File: src/rtl/sd_spi_master_pkg.sv
// Shared constants for the SD card SPI master: FSM encodings, idle levels and phase limits.
package sd_spi_master_pkg;

    localparam logic [0:0] ST_IDLE        = 1'b0;
    localparam logic [0:0] ST_SHIFT       = 1'b1;
    localparam logic       SPI_IDLE_MOSI  = 1'b1;
    localparam logic [7:0] SPI_RESET_DATA = 8'hFF;
    localparam logic [3:0] LAST_PHASE     = 4'd15;

endpackage

File: src/rtl/sd_spi_master_if.sv
// Byte handshake between the Z80 port block (master side) and the SD SPI engine (slave side).
interface sd_spi_master_if #(
    parameter int DIV_W = 4
) ();
    logic             sd_start;
    logic [7:0]       sd_datain;
    logic [7:0]       sd_dataout;
    logic [DIV_W-1:0] spi_div;
    logic             busy;
    logic             done;

    modport master (
        output sd_start, sd_datain, spi_div,
        input  sd_dataout, busy, done
    );

    modport slave (
        input  sd_start, sd_datain, spi_div,
        output sd_dataout, busy, done
    );
endinterface

File: src/rtl/sd_spi_master_tick_gen.sv
// SCLK half-period tick generator; the divider exists only with SD_SPI_DIV_EN defined,
// otherwise tick is constant 1 and every clk cycle advances the SPI phase.
module spi_tick_gen #(
    parameter int DIV_W = 4
) (
    input  logic             clk,
    input  logic             rst_n,
    input  logic             load,
    input  logic [DIV_W-1:0] div,
    output logic             tick
);
`ifdef SD_SPI_DIV_EN
    logic [DIV_W-1:0] cnt;

    assign tick = (cnt == '0);

    // Reload on each tick so a half-period always lasts div+1 cycles.
    always_ff @(posedge clk or negedge rst_n) begin
        if (!rst_n) begin
            cnt <= '0;
        end else if (load || tick) begin
            cnt <= div;
        end else begin
            cnt <= cnt - {{(DIV_W-1){1'b0}}, 1'b1};
        end
    end
`else
    logic unused_inputs;

    assign unused_inputs = ^{clk, rst_n, load, div};
    assign tick          = 1'b1;
`endif
endmodule

File: src/rtl/sd_spi_master.sv
// Byte-wide SPI mode-0 master for the SD slot: 16 ticks per byte, MSB first, MISO sampled on SCLK fall.
// Optional slow clock divider via SD_SPI_DIV_EN (see spi_tick_gen).
module sd_spi_master
    import sd_spi_master_pkg::*;
#(
    parameter int DIV_W = 4
) (
    input  logic              clk,
    input  logic              rst_n,
    sd_spi_master_if.slave    bus,
    output logic              sdclk,
    output logic              sddo,
    input  logic              sddi
);
    logic [0:0] state;
    logic [3:0] phase;
    logic [6:0] tx;
    logic [6:0] rx;
    logic [7:0] dataout;
    logic       busy;
    logic       done;
    logic       tick;
    logic       last_tick;
    logic       accept;

    spi_tick_gen #(.DIV_W(DIV_W)) u_tick (
        .clk   (clk),
        .rst_n (rst_n),
        .load  (accept),
        .div   (bus.spi_div),
        .tick  (tick)
    );

    assign last_tick = (state == ST_SHIFT) && (phase == LAST_PHASE) && tick;
    // A new byte may chain onto the final tick so back-to-back transfers keep busy high.
    assign accept    = bus.sd_start && ((state == ST_IDLE) || last_tick);

    always_ff @(posedge clk or negedge rst_n) begin
        if (!rst_n) begin
            state   <= ST_IDLE;
            phase   <= 4'd0;
            tx      <= 7'd0;
            rx      <= 7'd0;
            dataout <= SPI_RESET_DATA;
            busy    <= 1'b0;
            done    <= 1'b0;
            sdclk   <= 1'b0;
            sddo    <= SPI_IDLE_MOSI;
        end else begin
            done <= 1'b0;
            if (last_tick) begin
                sdclk   <= 1'b0;
                dataout <= {rx, sddi};
                done    <= 1'b1;
                sddo    <= SPI_IDLE_MOSI;
                busy    <= 1'b0;
                state   <= ST_IDLE;
            end else if ((state == ST_SHIFT) && tick) begin
                if (!phase[0]) begin
                    sdclk <= 1'b1;
                end else begin
                    sdclk <= 1'b0;
                    rx    <= {rx[5:0], sddi};
                    tx    <= {tx[5:0], 1'b0};
                    sddo  <= tx[6];
                end
                phase <= phase + 4'd1;
            end

            // Acceptance overrides completion's idle values but not its dataout/done update.
            if (accept) begin
                tx    <= bus.sd_datain[6:0];
                sddo  <= bus.sd_datain[7];
                phase <= 4'd0;
                sdclk <= 1'b0;
                busy  <= 1'b1;
                state <= ST_SHIFT;
            end
        end
    end

    assign bus.sd_dataout = dataout;
    assign bus.busy       = busy;
    assign bus.done       = done;
endmodule

File: src/flat_wrapper.sv
// flat-port wrapper written by rule: the top's interface ports become plain ports
module sd_spi_master_flat import sd_spi_master_pkg::*;
#(
    parameter int DIV_W = 4
)
  (clk, rst_n, sdclk, sddo, sddi, bus_sd_start, bus_sd_datain, bus_spi_div, bus_sd_dataout, bus_busy, bus_done);
  sd_spi_master_if #(.DIV_W(DIV_W)) bus_i ();
  input  logic clk;
  input  logic rst_n;
  output logic sdclk;
  output logic sddo;
  input  logic sddi;
  input wire logic [$bits(bus_i.sd_start)-1:0] bus_sd_start;
  input wire logic [$bits(bus_i.sd_datain)-1:0] bus_sd_datain;
  input wire logic [$bits(bus_i.spi_div)-1:0] bus_spi_div;
  output wire logic [$bits(bus_i.sd_dataout)-1:0] bus_sd_dataout;
  output wire logic [$bits(bus_i.busy)-1:0] bus_busy;
  output wire logic [$bits(bus_i.done)-1:0] bus_done;
  assign bus_i.sd_start = bus_sd_start;
  assign bus_i.sd_datain = bus_sd_datain;
  assign bus_i.spi_div = bus_spi_div;
  assign bus_sd_dataout = bus_i.sd_dataout;
  assign bus_busy = bus_i.busy;
  assign bus_done = bus_i.done;
  sd_spi_master #(.DIV_W(DIV_W)) u_core (.clk(clk), .rst_n(rst_n), .bus(bus_i), .sdclk(sdclk), .sddo(sddo), .sddi(sddi));
endmodule
File: config.mk
export PLATFORM = sky130hd
export DESIGN_NAME = sd_spi_master_flat
export DESIGN_NICKNAME = d
export VERILOG_FILES = /design/src/rtl/sd_spi_master_pkg.sv /design/src/rtl/sd_spi_master_if.sv /design/src/rtl/sd_spi_master_tick_gen.sv /design/src/rtl/sd_spi_master.sv /design/src/flat_wrapper.sv
export SDC_FILE = /design/constraint.sdc
export NUM_CORES = 1
export LEC_CHECK = 0
export CORE_MARGIN = 2
export CORE_UTILIZATION = 54
export DETAILED_ROUTE_END_ITERATION = 8
export PLACE_DENSITY_LB_ADDON = 0.05
export SLEW_MARGIN = 20
export SYNTH_ARGS = -nofsm -noshare
export SYNTH_HDL_FRONTEND = slang
export SYNTH_SLANG_ARGS = --single-unit
File: constraint.sdc
create_clock -name clk -period 4.62 [get_ports clk]
set_clock_uncertainty 0.2 [all_clocks]
set_input_delay 0.693 -clock clk [delete_from_list [all_inputs] [get_ports clk]]
set_output_delay 0.693 -clock clk [all_outputs]
set_load 0.02 [all_outputs]
Yosys cells after proc, flatten, opt, wreduce, memory -nomap -nowiden. Index checks and enable logic that the tools add are counted.

Eq/ne operators: 2. Bitwise operators: 2. Mux-type cells: 18. Reduce and logical (&&, ||, !) cells: 12. $add $sub $neg: 1.

Operators by type and width (count): $mux 7 (4); $mux 4 (3); $mux 1 (11); $reduce_and 3->1 (2); $reduce_bool 2->1 (3); $reduce_bool 3->1 (2); $add 4x1->4 const B (1); $eq 4x4->1 const B (1); $reduce_and 2->1 (2); $logic_and 1x1->1 (2); $ne 2x2->1 const B (1); $not 1->1 (2); $logic_or 1x1->1 (1).

Logic and storage cells: 43. Flip-flop bits (word level): 30. Output and inout port bits: 12.

Longest topological paths before layout. Gate-level depths: netlist of run 1.

Depth after elaboration: 6. Depth in mapped cells: 5. Mapped depth without buffers: 4.

Cells and area by module. Synthesis of run 1 repeated with hierarchy kept, for this count alone.

Cell total of the unflattened synthesis: 112. Area total of the unflattened synthesis: 1367.6 µm².

Modules (own cells, without submodules): sd_spi_master (cells an instance 110, sequential area each 762.0 µm², instances 1, area each 1356.3 µm²); spi_tick_gen (cells an instance 2, sequential area each 0.0 µm², instances 1, area each 11.3 µm²).

Worst setup path after synthesis of run 1. OpenSTA, ideal clock, no wires.

Path type: register to register. Start: register u_core.phase[0]. End: register u_core.rx[0]. Path slack: 2.821 ns. Cell stages (with the launch flop): 6. Period minus slack after synthesis: 1.799 ns. Arrival: 1.474 ns. Path through: dfrtp_1 > ha_1 > and3_1 > buf_6 > nor2_8 > mux2_4.

Word-level cells in the longest chain between the ends: 4.

Ends and longest elaborated chain: start, declared (line sd_spi_master.sv:16) `logic [3:0] phase;`; start signal, assigned (line sd_spi_master.sv:67) `phase <= phase + 4'd1;`; $eq 4x4->1 (line sd_spi_master.sv:34) `assign last_tick = (state == ST_SHIFT) && (phase == LAST_PHASE) && tick;`; $logic_and 1x1->1 (line sd_spi_master.sv:34); $not 1->1 (no source line); $reduce_and 3->1 (no source line) (*); end signal, assigned (line sd_spi_master.sv:63) `rx <= {rx[5:0], sddi};`; end, declared (line sd_spi_master.sv:18) `logic [6:0] rx;`.

Mark *: on every way between the ends. The rest lies on a longest branch, timed or not. A chain may end at the register's enable or synchronous reset.

Worst setup path after layout of run 1.
Start: register u_core.busy (netlist: u_core.bus.busy). End: output port bus_busy.

RTL lines: start, declared (line sd_spi_master.sv:20) `logic busy;`; start signal, assigned (line sd_spi_master.sv:45) `busy <= 1'b0;`; start signal, assigned (line sd_spi_master.sv:56) `busy <= 1'b0;`; start signal, assigned (line sd_spi_master.sv:76) `busy <= 1'b1;`; end, declared (line flat_wrapper.sv:17) `output wire logic [$bits(bus_i.busy)-1:0] bus_busy;`.

No word-level cell between the ends.

==> results.yml, run 1 <==
status:
  outcome: "finished clean"
routing:
  via_per_inst: 5.60
  drtIter0Drc: 9
  drc: 0
  drt-pass1-iter-count: 4
  ant_nets: 0
  wl_um: 2470
  via_count: 936
  wl_per_cell_um: 14.8
clock_network:
  cts_resized: 0
  cts.hold.buffers_added: 0
  insertion_delay_ps: 340
  post_cts_buffers: 0
  cts.sinks: 30
  path_clk_slew_ps: 100
  cts_tree: "yes"
  numCtsBuffers: 5
  htreeDepth: 2
  cts_root_buffer: "clkbuf_4"
  cts_buffer_depth: 2
power_and_ir_drop:
  power_mw: 1.31
  power_leakage_nw: 0.803
  worst_ir_drop_vdd_mv: 0.551
  cellPowerDensity_nw_per_um2: 754
synth:
  async_reset_ff_share_pct: 100
  ys_seq_area_share_pct: 53.8
  yosysUniqueCellTypes: 31
  ys_ff_latch: 30
  synthTopCellsByCount: "dfrtp_1 (21), mux2_4 (15), inv_1 (13), dfstp_2 (9), nand3_1 (7)"
  yosys.area.top_type_share_pct: 37.1
  synth_nets: 125
  yosysWarnings: 0
  synth_most_common_cell: "dfrtp_1"
  netlist_instances: 108
  synth_flop_cell: "dfrtp_1"
  synth_edf_count: 0
  synthTopCellsByArea: "dfrtp_1 (37%), dfstp_2 (17%), mux2_4 (16%)"
  syn_area_um2: 1420
  syn_area_per_cell_um2: 13.1
  synth_top_cell_by_area: "dfrtp_1"
timing:
  drv_slew: 0
  setup_violations: 0
  fin_crit_sh_pct: 55.6
  rsz0062_at_grt: "no"
  final_hold_viol_count: 0
  min_period_ps: 2570
  worst_pin_slew_ps: 575
  fmax_ghz: 0.389
  slew_headroom_pct: 61.7
  fin_tns_setup_ps: 0
finish:
  antenna_cells: 0
  drive_gt1_share_pct: 29.2
  syn2layout_area_growth_pct: 22.5
  nets: 153
global_route:
  grt_max_degree: 27
  grt_antenna_before_repair: 0
  grtUsageTotal_pct: 20.5
  first_global_vias: 870
  grt_pass1_wl_um: 4100
  overflow: 0
worst_setup_path:
  max_stage_delay_ps: 690
  path_class: "flop to primary output"
  arrival_ps: 1680
  path_max_fanout: 13
  crit_required_ps: 3730
  cp_num_buf_inv: 1
  critPathCaptureType: "primary output"
  start_kind: "flop"
  rrSetupSlack_ps: 2530
  crit_slowest_cell: "clkdlybuf4s50_1"
  crit_chain: "clkdlybuf4s50_1"
  crit_family: "buffers and inverters"
die:
  fp-row-count: 18
  coreArea_um2: 2480
  io_pins: 28
  die_h_um: 55.2
  die_w_um: 55.2
  initial_utilization_pct: 57.1
  die_area_um2: 3050
place:
  gp_congestion: 0.754
  portBuffers: 23
  hpwl_um: 1650
worst_hold_path:
  hold_path_class: "primary input to async pin"
job:
  drv_cap: 0
## final cells by class
class | instances | area, um^2
flip-flops and latches | 30 | 762
clock inverters | 3 | 40.0
well taps | 30 | 37.5
fillers | 184 | 744
repair buffers | 24 | 233
inverters | 13 | 48.8
clock buffers | 5 | 37.5
multi-input cells | 62 | 574
## cell families after synthesis
| group | after synthesis | synth area share, % |
|---|---|---|
| fa+ha+maj | 1 | 0.884 |
| mux | 16 | 16.7 |
| compound gates | 19 | 11.0 |
| buf+inv | 16 | 5.57 |
| simple gates | 25 | 11.4 |
| flops | 30 | 53.8 |
| xor+xnor | 1 | 0.619 |
## per-layer routing
layer	global-route usage, %	up-vias	wire, um
met4	7.32	0	42
li1	-	440	-
met1	26.4	468	1150
met3	8.87	6	129
met5	0	-	0
met2	30.8	22	1150
## metrics by stage
step	cell area [um^2]	worst slack (ps)	cells	hold WS, ps	utilization [%]
after floorplan	1420	2820	108	197	-
after global placement	1660	2280	159	256	67.0
after detailed placement	1660	2230	159	264	67.0
after CTS	1740	2040	167	279	70.2
after global routing	1730	1960	167	169	69.9
final	1730	2050	167	144	69.9
## state kept, by name, indices dropped and copies added, names as in the netlist
| register | cells |
|---|---|
| u_core.bus.busy | 1 |
| u_core.sddo | 1 |
| u_core.bus.sd_dataout | 8 |
| u_core.bus.done | 1 |
| u_core.sdclk | 1 |
| u_core.phase | 4 |
| u_core.rx | 7 |
| u_core.tx | 7 |
## power breakdown
part	internal (mW)	switching [mW]	leakage, nW
Sequential	0.419	0.0956	0.347
Combinational	0.330	0.257	0.411
Clock	0.112	0.0935	0.0450
## path summary, 6_finish.rpt
| path | from | to | cells after the start |
|---|---|---|---|
| min in group clk | u_core.sddo$_DFFE_PN1P_ | u_core.sddo$_DFFE_PN1P_ | 2 |
| min reg2reg | u_core.sddo$_DFFE_PN1P_ | u_core.sddo$_DFFE_PN1P_ | 2 |
| max reg2reg | u_core.phase[0]$_DFFE_PN0P_ | u_core.tx[1]$_DFFE_PN0P_ | 4 |
| min | rst_n | u_core.tx[0]$_DFFE_PN0P_ | 1 |
| max | u_core.bus.busy$_DFFE_PN0P_ | bus_busy | 1 |
| max in group asynchronous | rst_n | u_core.bus.sd_dataout[0]$_DFFE_PN1P_ | 2 |
## cells in the final DEF (no fill, tap or decap), types with 2 or more instances in the layout
cell and instances:
o21ai_0 2, clkdlybuf4s50_1 22, dfrtp_1 21, nand2b_1 2
o221ai_1 4, nand2_1 6, mux2_4 15, a21oi_1 3
o221a_1 2, inv_1 13, nand3_1 7, dfstp_2 9
clkinv_2 2, and3_1 2, o22ai_1 3, nand4_1 2
clkbuf_4 5
No activity file was read; power rests on OpenSTA's default activity.
==> inputs of run 2 (changes only) <==
Settings changed: CORE_UTILIZATION 54 to 45.
Clock period 4.62 ns to 2.1 ns, I/O delays scaled along.
==> run 2 against run 1 <==
Effect of this change:
- worst hold slack improved by 23 ps
- sequential share of layout area decreased by 0.87 points
- via count decreased by 2.2%
- clock-buffer cell count increased by 2
- clock power increased by 71%
- critical path depth unchanged
- combinational power increased by 130%
- largest cell class unchanged
==> results.yml, run 2 (synthesis results as in run 1) <==
worst_setup_path:
  crit_path_start: "u_core.bus.sd_dataout[3]$_DFFE_PN1P_"
  crit_slowest_cell: "clkdlybuf4s50_1"
  path_class: "flop to primary output"
  critPathCaptureType: "primary output"
  reg2reg_from: "u_core.phase[1]$_DFFE_PN0P_"
  rrSetupSlack_ps: 250
  reg2regPathDepth: 4
  path_max_fanout: 2
  r2r-end: "u_core.tx[1]$_DFFE_PN0P_"
  crit_chain: "clkdlybuf4s50_1"
  max_stage_delay_ps: 600
  cp_num_buf_inv: 1
  arrival_ps: 1460
  crit_family: "buffers and inverters"
  start_kind: "flop"
  crit_required_ps: 1580
finish:
  largest_reg_flops: 8
  n_fill_cell: 275
  antenna_cells: 0
  nets: 157
  layout_common_cells: "clkdlybuf4s50_1 (23), dfrtp_1 (21), mux2_4 (15)"
  final_cell_area_um2: 1770
  layout_commonest_cell: "clkdlybuf4s50_1"
  syn2layout_area_growth_pct: 24.9
  final_core_util_pct: 58.4
  drive_gt1_share_pct: 29.8
routing:
  drc: 0
  drt-pass1-iter-count: 4
  via_count: 915
  wl_um: 2440
  via_per_inst: 4.95
  ant_nets: 0
  drtIter0Drc: 28
  wl_per_cell_um: 13.2
global_route:
  grtUsageTotal_pct: 15.6
  grt_max_degree: 31
  first_global_vias: 941
  grt_pass1_wl_um: 4090
  overflow: 0
  grt_antenna_before_repair: 0
die:
  io_pins: 28
  initial_utilization_pct: 46.7
  fp-row-count: 20
  die_area_um2: 3610
  die_w_um: 60.1
  coreArea_um2: 3030
  die_h_um: 60.1
status:
  outcome: "finished clean"
clock_network:
  post_cts_buffers: 0
  cts_buffer_depth: 2
  insertion_delay_ps: 310
  htreeDepth: 2
  path_clk_slew_ps: 90
  cts.sinks: 30
  numCtsBuffers: 5
  cts_root_buffer: "clkbuf_4"
  cts.hold.buffers_added: 0
  cts_tree: "yes"
  cts_resized: 0
timing:
  worst_pin_slew_ps: 544
  drv_slew: 0
  fin_tns_setup_ps: 0
  setup_violations: 0
  min_period_ps: 1970
  rsz0062_at_grt: "no"
  whs_ps: 168
  slew_headroom_pct: 63.7
  final_hold_viol_count: 0
  fin_crit_sh_pct: 93.8
  fmax_ghz: 0.508
place:
  hpwl_um: 1670
  portBuffers: 23
  placed_area_um2: 1710
  gp_congestion: 0.835
power_and_ir_drop:
  power_leakage_nw: 0.812
  worst_ir_drop_vdd_mv: 0.879
  cellPowerDensity_nw_per_um2: 1580
job:
  drv_cap: 0
worst_hold_path:
  hold_path_class: "primary input to async pin"
run 2: cell count changes in the layout (fill, tap and decap cells not counted), sizes merged:
cell	before	now
buf	2	5
clkinv	2	1
clkbuf	5	7
clkdlybuf4s50	22	23
bufinv	1	0
run 2: cell type report:
class	count	area, um^2	area share, %
tap	44	55.1	3.11
inverter	13	48.8	2.76
sequential	30	762	43.1
clock buffer	7	55.1	3.11
clock inverter	1	5.00	0.283
timing repair buffer	28	268	15.1
multi-input combinational	62	574	32.5
run 2: worst max path at each step:
stage | endpoint | depth (start not counted) | slack (ps)
floorplan | u_core.rx[0]$_DFFE_PN0P_ | 5 | 300
global placement | u_core.tx[5]$_DFFE_PN0P_ | 4 | 280
detailed placement | u_core.tx[5]$_DFFE_PN0P_ | 4 | 270
CTS | bus_sd_dataout[3] | 1 | 110
global route | bus_sd_dataout[6] | 1 | 80
finish | bus_sd_dataout[3] | 1 | 130
run 2: worst reg2reg max path, delay by kind of cell, from the launching register on:
family | cells | cell delay, ps
AND/OR/NAND/NOR | 1 | 500
AO/OA/AOI/OAI | 2 | 470
flip-flops | 1 | 390
adder cells (fa/ha/maj) | 1 | 170
run 2: report_power, final:
group          switching, mW  internal, mW  leakage, nW
registers              0.182         0.921        0.347
logic                  0.588         0.755        0.430
clock network          0.189         0.162       0.0353
run 2: routing by layer:
metal	track usage (%)	up-vias	wire length [um]
met2	23.9	18	1120
met1	20.0	449	1190
met4	7.62	0	25
li1	-	444	-
met5	0	-	0
met3	4.55	4	104
run 2: through the flow:
| step | setup WS [ps] | std cells | total power [mW] |
|---|---|---|---|
| after floorplan | 301 | 108 | 2.07 |
| after global placement | 282 | 177 | 2.43 |
| after detailed placement | 273 | 177 | 2.46 |
| after CTS | 108 | 185 | 2.84 |
| after global routing | 81.3 | 185 | 2.99 |
| final | 130 | 185 | 2.80 |
==> inputs of run 3 (changes only) <==
Settings changed: CORE_UTILIZATION 45 to 48, CTS_BUF_LIST set to sky130_fd_sc_hd__clkbuf_4 sky130_fd_sc_hd__clkbuf_8.
Clock period 2.1 ns to 1.6 ns, I/O delays scaled along.
==> run 3 against run 2 <==
Effect of this change:
- the flow now finishes with violations (setup timing)
- flip-flop and latch count is the same
- die area decreased by 5.8%
- clock power increased by 40%
- register-to-register slack lost 310 ps
- sequential share of layout area down 3.4 points
- worst hold slack lost 100 ps
- via count is 11% higher
==> results.yml, run 3 (synthesis results as in run 1) <==
die:
  die_w_um: 58.3
  die_h_um: 58.3
  io_pins: 28
  fp-row-count: 19
  initial_utilization_pct: 50.9
  die_area_um2: 3400
  coreArea_um2: 2780
global_route:
  grt_antenna_before_repair: 0
  overflow: 0
  grtUsageTotal_pct: 17.8
  grt_pass1_wl_um: 4490
  first_global_vias: 1010
  grt_max_degree: 31
worst_setup_path:
  path_class: "flop to flop"
  reg2reg_from: "u_core.phase[0]$_DFFE_PN0P_"
  critPathCaptureType: "flop"
  start_kind: "flop"
  path_max_fanout: 7
  arrival_ps: 1680
  crit_required_ps: 1620
  crit_path_start: "u_core.phase[0]$_DFFE_PN0P_"
power_and_ir_drop:
  power.internal_mw: 2.53
  p_clk_share_pct: 12.6
  cellPowerDensity_nw_per_um2: 2020
  worst_ir_drop_vdd_mv: 1.60
  combPwrFrac_pct: 50.1
  p_sw_mw: 1.36
  power_mw: 3.89
  power_leakage_nw: 0.906
  p_sw_share_pct: 35.0
  power_frac_seq_pct: 37.3
clock_network:
  insertion_delay_ps: 330
  htreeDepth: 2
  path_clk_slew_ps: 90
  cts.sinks: 30
  cts_tree: "yes"
  cts_root_buffer: "clkbuf_4"
  cts_buffer_depth: 2
  numCtsBuffers: 5
  cts.hold.buffers_added: 0
timing:
  fin_ws_ps: -61.4
  setup_violations: 18
  fin_crit_sh_pct: 104
  fmax_ghz: 0.602
  whs_ps: 62.7
  min_period_ps: 1660
  rsz0062_at_grt: "yes"
  worst_pin_slew_ps: 311
  final_hold_viol_count: 0
  slew_headroom_pct: 79.3
  drv_slew: 0
place:
  hpwl_um: 1800
  portBuffers: 23
  placedCellCount: 173
  gp_congestion: 0.800
finish:
  syn2layout_area_growth_pct: 35.9
  layout_common_cells: "dfrtp_1 (20), buf_4 (17), mux2_4 (15)"
  nets: 172
  layout_commonest_cell: "dfrtp_1"
  final_core_util_pct: 69.1
  drive_gt1_share_pct: 48.7
  largest_reg_flops: 8
  instances_no_fill: 187
  antenna_cells: 0
routing:
  via_count: 1014
  wl_per_cell_um: 14.3
  drt-pass1-iter-count: 4
  wl_um: 2680
  drc: 0
  ant_nets: 0
  via_per_inst: 5.42
  drtIter0Drc: 21
status:
  violations: "setup timing"
  outcome: "complete, but fails checks"
worst_hold_path:
  hold_path_class: "primary input to async pin"
job:
  drv_cap: 0
-- run 3: routing by layer --
| metal | vias up | GRT usage, % | part of all wire (%) | wire [um] |
|---|---|---|---|---|
| li1 | 481 | - | - | - |
| met1 | 501 | 24.6 | 47 | 1270 |
| met2 | 27 | 26.0 | 45 | 1190 |
| met3 | 5 | 6.81 | 6.4 | 172 |
| met4 | 0 | 5.98 | 1.7 | 45 |
| met5 | - | 0 | 0 | 0 |
-- run 3: critical path, stage by stage (launching register included) --
cell and delay, ps:
dfrtp_2 450, ha_4 170, and3_4 190, nor2_8 210
mux2_4 310
-- run 3: final cells by class --
cell class | count | area, um^2
Tap cell | 31 | 38.8
Clock buffer | 7 | 58.8
Timing Repair Buffer | 42 | 368
Sequential cell | 30 | 763
Inverter | 13 | 48.8
Multi-Input combinational cell | 63 | 641
Clock inverter | 1 | 5.00
Fill cell | 230 | 858
-- run 3: worst paths after layout --
path / endpoint / slack [ps] / cells after the start
min reg2reg: u_core.sddo$_DFFE_PN1P_ / 270 / 2
max reg2reg: u_core.rx[4]$_DFFE_PN0P_ / -60 / 4
max in group asynchronous: u_core.bus.sd_dataout[4]$_DFFE_PN1P_ / 890 / 2
max: u_core.rx[4]$_DFFE_PN0P_ / -60 / 4
min: u_core.tx[0]$_DFFE_PN0P_ / 60 / 2
min in group clk: u_core.tx[0]$_DFFE_PN0P_ / 270 / 2
-- run 3: metrics by stage --
stage	instance area, um^2	setup WS, ps	setup TNS, ps
finish	1920	-61.4	-538
global route	1920	-110	-1550
CTS	1870	-54.0	-383
detailed placement	1790	-102	-821
global placement	1790	-63.5	-489
floorplan	1430	-91.8	-643
-- run 3: repair_timing --
action	in CTS	in global routing
setup buffers	1	4
gates cloned	0	1
gates resized for setup	29	15
endpoints found under the setup margin	21	32
pin swaps	3	5
hold endpoints to repair	0	0
-- run 3: power groups by stage --
stage / clock (mW) / sequential [mW] / combinational, mW
3_5_place_dp: 0 / 1.47 / 1.94
4_1_cts: 0.511 / 1.45 / 1.90
3_3_place_gp: 0 / 1.45 / 1.90
6_report: 0.491 / 1.45 / 1.95
2_1_floorplan: 0 / 1.61 / 1.15
5_1_grt: 0.536 / 1.51 / 2.14
